==> config.mk <==
export PLATFORM = sky130hd
export DESIGN_NAME = adder_result_display
export DESIGN_NICKNAME = d
export VERILOG_FILES = /design/src/rtl/adder_result_display.sv
export SDC_FILE = /design/constraint.sdc
export NUM_CORES = 1
export LEC_CHECK = 0
export ABC_AREA = 1
export CORE_UTILIZATION = 60
export CTS_BUF_LIST = sky130_fd_sc_hd__clkbuf_4 sky130_fd_sc_hd__clkbuf_8
export DETAILED_ROUTE_END_ITERATION = 8
export GPL_TIMING_DRIVEN = 1
export PLACE_DENSITY_LB_ADDON = 0.2
export SETUP_SLACK_MARGIN = 0.02
export SLEW_MARGIN = 20
export SYNTH_ARGS = -nofsm -noshare
export SYNTH_HDL_FRONTEND = slang
export SYNTH_SLANG_ARGS = --single-unit
==> constraint.sdc <==
create_clock -name clk -period 2.6 [get_ports clk]
set_input_delay 0.65 -clock clk [delete_from_list [all_inputs] [get_ports clk]]
set_output_delay 0.65 -clock clk [all_outputs]
set_load 0.02 [all_outputs]
==> src/rtl/adder_result_display.sv <==
// Captures an add/sub stage result on a strobe and shows it on a 4-digit muxed seven-segment display.
// Latency: out_valid one edge after capture; digits refresh at the next slot start. No backpressure.
// Optional overflow blink: `define ADDER_DISP_BLINK_OVF_EN.
module adder_result_display #(
  parameter int unsigned SCAN_DIV     = 50000,
  parameter int unsigned BLINK_ROUNDS = 64
) (
  input  logic       clk,
  input  logic       rst_n,
  input  logic       in_valid,
  input  logic [3:0] in_result,
  input  logic       in_carry,
  input  logic       in_zero,
  input  logic       in_overflow,
  input  logic       hold,
  input  logic       clr,
  output logic       out_valid,
  output logic [3:0] an,
  output logic [7:0] seg
);

  localparam int DIV_W = (SCAN_DIV > 1) ? $clog2(SCAN_DIV) : 1;

  localparam logic [7:0] SEG_DASH  = 8'hBF;
  localparam logic [7:0] SEG_BLANK = 8'hFF;
  localparam logic [7:0] SEG_E     = 8'h86;
  localparam logic [7:0] SEG_C     = 8'hC6;
  localparam logic [7:0] SEG_O     = 8'hA3;

  typedef enum logic {EMPTY = 1'b0, SHOW = 1'b1} state_e;

  state_e             state_q, state_d;
  logic [3:0]         res_q, res_d;
  logic               carry_q, carry_d;
  logic               zero_q, zero_d;
  logic               ovf_q, ovf_d;
  logic [DIV_W-1:0]   div_q, div_d;
  logic [1:0]         idx_q, idx_d;
  logic [3:0]         an_q, an_d;
  logic [7:0]         seg_q, seg_d;

  logic capture;
  logic div_wrap;
  logic slot_start;

  assign capture    = in_valid & ~hold & ~clr;
  assign div_wrap   = (div_q == DIV_W'(SCAN_DIV - 1));
  assign slot_start = (div_q == '0);

  function automatic logic [7:0] hex_glyph(input logic [2:0] m);
    case (m)
      3'd0:    hex_glyph = 8'hC0;
      3'd1:    hex_glyph = 8'hF9;
      3'd2:    hex_glyph = 8'hA4;
      3'd3:    hex_glyph = 8'hB0;
      3'd4:    hex_glyph = 8'h99;
      3'd5:    hex_glyph = 8'h92;
      3'd6:    hex_glyph = 8'h82;
      default: hex_glyph = 8'hF8;
    endcase
  endfunction

  // State register
  always_ff @(posedge clk) begin
    if (!rst_n) begin
      state_q <= EMPTY;
    end else begin
      state_q <= state_d;
    end
  end

  // Next-state logic
  always_comb begin
    state_d = state_q;
    if (clr) begin
      state_d = EMPTY;
    end else if (capture) begin
      state_d = SHOW;
    end
  end

  // Output decode
  always_comb begin
    out_valid = (state_q == SHOW);
  end

  always_comb begin
    res_d   = res_q;
    carry_d = carry_q;
    zero_d  = zero_q;
    ovf_d   = ovf_q;
    if (capture) begin
      res_d   = in_result;
      carry_d = in_carry;
      zero_d  = in_zero;
      ovf_d   = in_overflow;
    end
  end

  always_comb begin
    div_d = div_wrap ? '0 : div_q + 1'b1;
    idx_d = div_wrap ? idx_q + 2'd1 : idx_q;
  end

`ifdef ADDER_DISP_BLINK_OVF_EN
  localparam int BLINK_W = (BLINK_ROUNDS > 1) ? $clog2(BLINK_ROUNDS) : 1;

  logic [BLINK_W-1:0] blink_cnt_q, blink_cnt_d;
  logic               phase_q, phase_d;
  logic               round_done;

  assign round_done = div_wrap & (idx_q == 2'd3);

  always_comb begin
    blink_cnt_d = blink_cnt_q;
    phase_d     = phase_q;
    if (capture || clr) begin
      blink_cnt_d = '0;
      phase_d     = 1'b0;
    end else if (round_done) begin
      if (blink_cnt_q == BLINK_W'(BLINK_ROUNDS - 1)) begin
        blink_cnt_d = '0;
        phase_d     = ~phase_q;
      end else begin
        blink_cnt_d = blink_cnt_q + 1'b1;
      end
    end
  end

  always_ff @(posedge clk) begin
    if (!rst_n) begin
      blink_cnt_q <= '0;
      phase_q     <= 1'b0;
    end else begin
      blink_cnt_q <= blink_cnt_d;
      phase_q     <= phase_d;
    end
  end
`endif

  // an and seg load together at each slot start so they always describe the same digit
  always_comb begin
    an_d  = an_q;
    seg_d = seg_q;
    if (slot_start) begin
      an_d = ~(4'b0001 << idx_q);
      if (state_q == EMPTY) begin
        seg_d = SEG_DASH;
      end else begin
        case (idx_q)
          2'd3:    seg_d = (res_q[3] && !zero_q) ? SEG_DASH : SEG_BLANK;
          2'd2:    seg_d = ovf_q ? SEG_E : hex_glyph(res_q[2:0]);
          2'd1:    seg_d = carry_q ? SEG_C : SEG_BLANK;
          default: begin
            seg_d    = ovf_q ? SEG_O : SEG_BLANK;
            seg_d[7] = ~zero_q;
          end
        endcase
      end
`ifdef ADDER_DISP_BLINK_OVF_EN
      if ((state_q == SHOW) && ovf_q && phase_q) begin
        an_d = 4'b1111;
      end
`endif
    end
  end

  always_ff @(posedge clk) begin
    if (!rst_n) begin
      res_q   <= '0;
      carry_q <= 1'b0;
      zero_q  <= 1'b0;
      ovf_q   <= 1'b0;
      div_q   <= '0;
      idx_q   <= '0;
      an_q    <= 4'b1111;
      seg_q   <= 8'hFF;
    end else begin
      res_q   <= res_d;
      carry_q <= carry_d;
      zero_q  <= zero_d;
      ovf_q   <= ovf_d;
      div_q   <= div_d;
      idx_q   <= idx_d;
      an_q    <= an_d;
      seg_q   <= seg_d;
    end
  end

  assign an  = an_q;
  assign seg = seg_q;

endmodule
==> results of run 1 <==
[power by group]
| part | switching (µW) | internal (µW) |
|---|---|---|
| logic | 95.5 | 79.4 |
| clock network | 187 | 97.3 |
| registers | 18.3 | 612 |
[worst min-delay path, delay by kind of cell, from the launching register on]
| family | cells | cell delay [ns] |
|---|---|---|
| buffers and inverters | 1 | 0.06 |
| AOI/OAI and AO/OA | 1 | 0.05 |
| DFF | 1 | 0.31 |
[worst max-delay path by stage]
stage,endpoint,slack [ns],depth (start not counted)
6_report,out_valid,0.62,1
5_1_grt,out_valid,0.55,1
4_1_cts,out_valid,0.60,1
3_5_place_dp,ovf_q,0.65,5
3_3_place_gp,res_q[0],0.72,5
2_1_floorplan,carry_q,1.23,4
[area by class of cell]
type	instances	area share, %
multi-input combinational	195	44.8
sequential	38	34.0
timing repair buffer	25	11.1
inverter	33	5.54
tap	44	2.46
clock buffer	5	1.68
clock inverter	2	0.447
[per-stage QoR]
stage	area [µm²]	hold WS [ns]	setup slack, ns	cells
2_1_floorplan	1930	0.424	1.23	272
4_1_cts	2240	0.460	0.597	342
6_report	2240	0.454	0.622	342
5_1_grt	2240	0.498	0.550	342
3_5_place_dp	2190	0.445	0.654	335
3_3_place_gp	2190	0.444	0.723	335
[cell families after synthesis]
logic type / after synthesis / synth area share [%]
buf+inv: 39 / 8.74
fa+ha+maj: 7 / 4.53
simple gates: 139 / 33.7
xor+xnor: 4 / 1.81
compound gates: 45 / 11.9
flops: 38 / 39.4
[registers in the layout, indices dropped and copies added (netlist names)]
| name | cells |
|---|---|
| out_valid | 1 |
| zero_q | 1 |
| seg | 8 |
| an | 4 |
| res_q | 4 |
| carry_q | 1 |
| ovf_q | 1 |
| idx_q | 2 |
| div_q | 16 |
[Yosys cell counts]
library cell,number
ha_1,7
nand2_4,2
nand3_2,2
clkbuf_1,3
nand2_1,55
nor2_1,33
buf_6,3
nand4_1,7
nor3b_1,3
o21ai_1,5
inv_2,4
a21oi_1,27
nor2_2,5
o21ai_0,11
dfxtp_1,38
nand3_1,18
nor2_4,2
nor3_1,8
nand2_2,2
a211oi_1,1
xnor2_1,2
a31oi_1,1
inv_1,29
xor2_1,2
nand3b_1,2
[metal layers]
layer / vias up / share of wire, % / routed length [µm]
li1: 939 / - / -
met1: 780 / 49 / 1880
met2: 53 / 44 / 1680
met3: 6 / 5.1 / 192
met4: 0 / 1.3 / 51
met5: - / 0 / 0
==> reports/results.txt, run 1 <==
Final setup viols - 0
R2R Path Start - div_q[0]
post-synth top area share - 39.4%
Post-route DRC - 0
post-CTS sizing - 0
cell count after synthesis - 272
Crit. Startpoint - out_valid
PortBufs - 24
#FFs+latches synth - 38
Total GRT Usage - 24.4%
antenna violations before repair - 0
Rel. slew slack - 67.3%
FMAX - 506 MHz
pin count of the biggest net entering global routing - 19
Worst Setup Start Kind - register
core box area - 3050 µm²
fin. max-slew vios - 0
Clock Skews - 0.0111 ns
Die Y - 58.7 µm
total number of vias - 1,778
# hold bufs at CTS - 0
H-tree depth - 2
clock slew at reported path FFs - 0.10 ns
Power Dens Cells - 487 nW/µm²
Cell Area, Synth - 1930 µm²
Ys Warns - 0
GRT Residual Overflow - 0
routed wire length - 3.80 mm
CTS tree - built
cells on worst reg2reg path - 8
met3 Use GR - 6.59%
Peak VDD IR - 0.000344 V
IO Pins - 25
Setup TNS Final - 0 ns
commonest non-fill, non-tap cell in the layout - nand2_1
Worst Path Arrival - 1.33 ns
# fillers - 274
M1 GR Usage - 34.6%
diodes inserted - 0
Synth area leader - dfxtp_1
clock latency on the worst-skew pair - 0.34 ns
critical path required time - 1.95 ns
total CTS buffers - 5
global routing usage on met2 - 35.9%
utilization after layout - 73.3%
R2R Setup Slk - 1.08 ns
sequential-to-total area share from yosys stat - 39.4%
# rows - 20
worst hold path class - register to register
Worst Path Buf+Inv - 1
status - complete, no violations
synthesis-to-layout area growth - 15.8%
reg2reg end - div_q[7]
Die ar. - 3450 µm²
max-cap viol count - 0
CP peak stage delay - 0.62 ns
register area - 761 µm²
Initial Utilization - 63.3%
nets@finish - 317
period utilization - 76.1%
CTS Buffer Depth - 2
Worst Tran Pin Value - 0.487 ns
via/cell ratio - 5.20
Die W - 58.7 µm
Routed Antenna Nets - 0
hold_sp - res_q[3]
Leak - 0.000851 µW
1st-iter DRT viols - 94
gpl congestion - 0.918
most frequent cells in the layout - nand2_1 (55), dfxtp_1 (38), nor2_1 (33)
Synth Area per Inst - 7.10 µm²
Hold Path Stages - 2
CP max-delay cell - clkdlybuf4s50_1
Final Hold Vio Count - 0
Worst Hold End - res_q[3]
vias in the first global route - 1,467
area of the multi-input gates - 1000 µm²
worst-path fanout max - 3
crit-path leading delay family - buffers and inverters
drt pass-1 iters - 4
Clock Tree Root - clkbuf_4
Synthesized Nets - 291
post-CTS setup buffer count - 0
first-pass GRT wire length - 6.31 mm
Cell Chain, Critical Path - clkdlybuf4s50_1
Design Power - 1090 µW
RSZ-0062 raised after global routing - false
Final HPWL DP - 2.85 mm
GRT Max-Usage Layer - met2
crit path capture type - primary output
min Tclk post-route - 1.98 ns
share of post-route cells with drive strength above 1 - 8.39%
Synth area leaders - dfxtp_1 (39%), nand2_1 (11%), a21oi_1 (7.0%)
CP Class - register to primary output
post-synth cell types - 25
CTS Sinks - 38
DR WL/cell - 11.1 µm
No activity file was read; power rests on OpenSTA's default activity.
==> run 2, diff against run 1 <==
--- a/config.mk
+++ b/config.mk
@@ -6,7 +6,7 @@
 export NUM_CORES = 1
 export LEC_CHECK = 0
 export ABC_AREA = 1
-export CORE_UTILIZATION = 60
+export CORE_UTILIZATION = 57
 export CTS_BUF_LIST = sky130_fd_sc_hd__clkbuf_4 sky130_fd_sc_hd__clkbuf_8
 export DETAILED_ROUTE_END_ITERATION = 8
 export GPL_TIMING_DRIVEN = 1
==> constraint.sdc (replaced) <==
create_clock -name clk -period 1.85 [get_ports clk]
set_input_delay 0.4625 -clock clk [delete_from_list [all_inputs] [get_ports clk]]
set_output_delay 0.4625 -clock clk [all_outputs]
set_load 0.02 [all_outputs]
==> run 2 against run 1 <==
  * Die area increased by 5.1%
  * Via count increased by 0.28%
  * Critical path type unchanged
  * Combinational power increased by 41%
  * Highest routed layer unchanged
==> reports/results.txt, run 2 (synthesized netlist as in run 1, its figures left out) <==
status - complete, no violations
Worst Path Buf+Inv - 1
# rows - 20
clock slew at reported path FFs - 0.11 ns
post-CTS setup buffer count - 0
Peak VDD IR - 0.000612 V
most frequent cells in the layout - nand2_1 (55), dfxtp_1 (38), nor2_1 (33)
Worst Setup Start Kind - register
core box area - 3130 µm²
share of post-route cells with drive strength above 1 - 9.00%
Post-route DRC - 0
Die Y - 60.2 µm
Rel. slew slack - 69.5%
Power Dens Cells - 751 nW/µm²
reg2reg end - seg[5]
cells on worst reg2reg path - 6
routed wire length - 3.81 mm
Total GRT Usage - 24.1%
1st-iter DRT viols - 110
pin count of the biggest net entering global routing - 19
Final HPWL DP - 2.81 mm
commonest non-fill, non-tap cell in the layout - nand2_1
FMAX - 568 MHz
CTS Sinks - 38
antenna violations before repair - 0
Setup TNS Final - 0 ns
Hold Path Stages - 2
CTS tree - built
total CTS buffers - 5
H-tree depth - 2
Leak - 0.000886 µW
min Tclk post-route - 1.76 ns
Worst Hold End - res_q[3]
Die ar. - 3630 µm²
crit-path leading delay family - buffers and inverters
worst-path fanout max - 2
nets@finish - 318
first-pass GRT wire length - 6.34 mm
crit path capture type - primary output
worst hold path class - register to register
total number of vias - 1,783
R2R Setup Slk - 0.34 ns
via/cell ratio - 5.18
Worst Tran Pin Value - 0.457 ns
Final setup viols - 0
IO Pins - 25
max-cap viol count - 0
max reg flops - 16
Final Hold Vio Count - 0
Routed Antenna Nets - 0
Largest Register - div_q
CP Class - register to primary output
PortBufs - 24
Clock Skews - 0.0122 ns
vias in the first global route - 1,453
synthesis-to-layout area growth - 18.3%
critical path required time - 1.39 ns
GRT Residual Overflow - 0
Placed Instances - 336
CP peak stage delay - 0.60 ns
diodes inserted - 0
R2R Path Start - idx_q[0]
period utilization - 95.2%
drt pass-1 iters - 4
Clock Tree Root - clkbuf_4
Worst Path Arrival - 1.30 ns
non-filler cells in the finished layout - 344
fin. max-slew vios - 0
CTS Buffer Depth - 2
clock latency on the worst-skew pair - 0.35 ns
Cell Chain, Critical Path - clkdlybuf4s50_1
gpl congestion - 0.904
Die W - 60.2 µm
DR WL/cell - 11.1 µm
CP max-delay cell - clkdlybuf4s50_1
hold_sp - res_q[3]
Initial Utilization - 61.8%
RSZ-0062 raised after global routing - false
## run 2: cell count changes in the layout (fill, tap and decap cells not counted), sizes merged
cell           previous run  this run
clkdlybuf4s50            24        20
dlymetal6s2s              0         3
dlygate4sd2               0         1
bufinv                    0         1
clkbuf                    5         7
buf                       1         2
clkinv                    2         0
## run 2: per-layer routing
metal / GRT usage [%] / up-vias / wire [µm] / part of all wire, %
met5: 0 / - / 0 / 0
met4: 10.6 / 0 / 78 / 2.0
met3: 6.93 / 8 / 258 / 6.8
met2: 33.1 / 59 / 1580 / 41
met1: 34.4 / 775 / 1890 / 50
li1: - / 941 / - / -
## run 2: worst max path at each step
stage	from	to	cells past startpoint
2_1_floorplan	div_q[0]	div_q[6]	9
3_3_place_gp	clr	ovf_q	5
3_5_place_dp	clr	ovf_q	5
4_1_cts	seg[6]	seg[6]	1
5_1_grt	seg[0]	seg[0]	1
6_report	seg[7]	seg[7]	1
## run 2: metrics by stage
stage	hold WS, ns	worst slack [ns]	area (µm²)	util, %	total power [µW]
floorplan	0.424	0.486	1930	-	1050
global placement	0.443	0.222	2200	70.2	1150
detailed placement	0.447	0.138	2200	70.2	1150
CTS	0.462	0.0415	2280	72.8	1730
global route	0.497	0.0267	2290	73.1	1800
finish	0.461	0.0888	2290	73.1	1720
## run 2: power by group
group	total (µW)	switching, µW	internal (µW)
combinational	247	136	110
clock	584	268	316
sequential	886	25.9	860
## run 2: final cells by class
type	instances	area [µm²]
sequential	38	761
timing repair buffer	26	262
inverter	33	124
fill	266	842
tap	44	55.1
clock inverter	1	30.0
clock buffer	7	52.6
multi-input combinational	195	1000
## run 2: tightest hold or removal path, stage by stage, from the launching register on
cell     delay (ns)
dfxtp_1        0.31
inv_1          0.06
a21oi_1        0.06
## run 2: timing repair
item | CTS | global route
setup endpoints to repair | 1 | 3
hold buffers | 0 | 0
resized for setup | 1 | 3
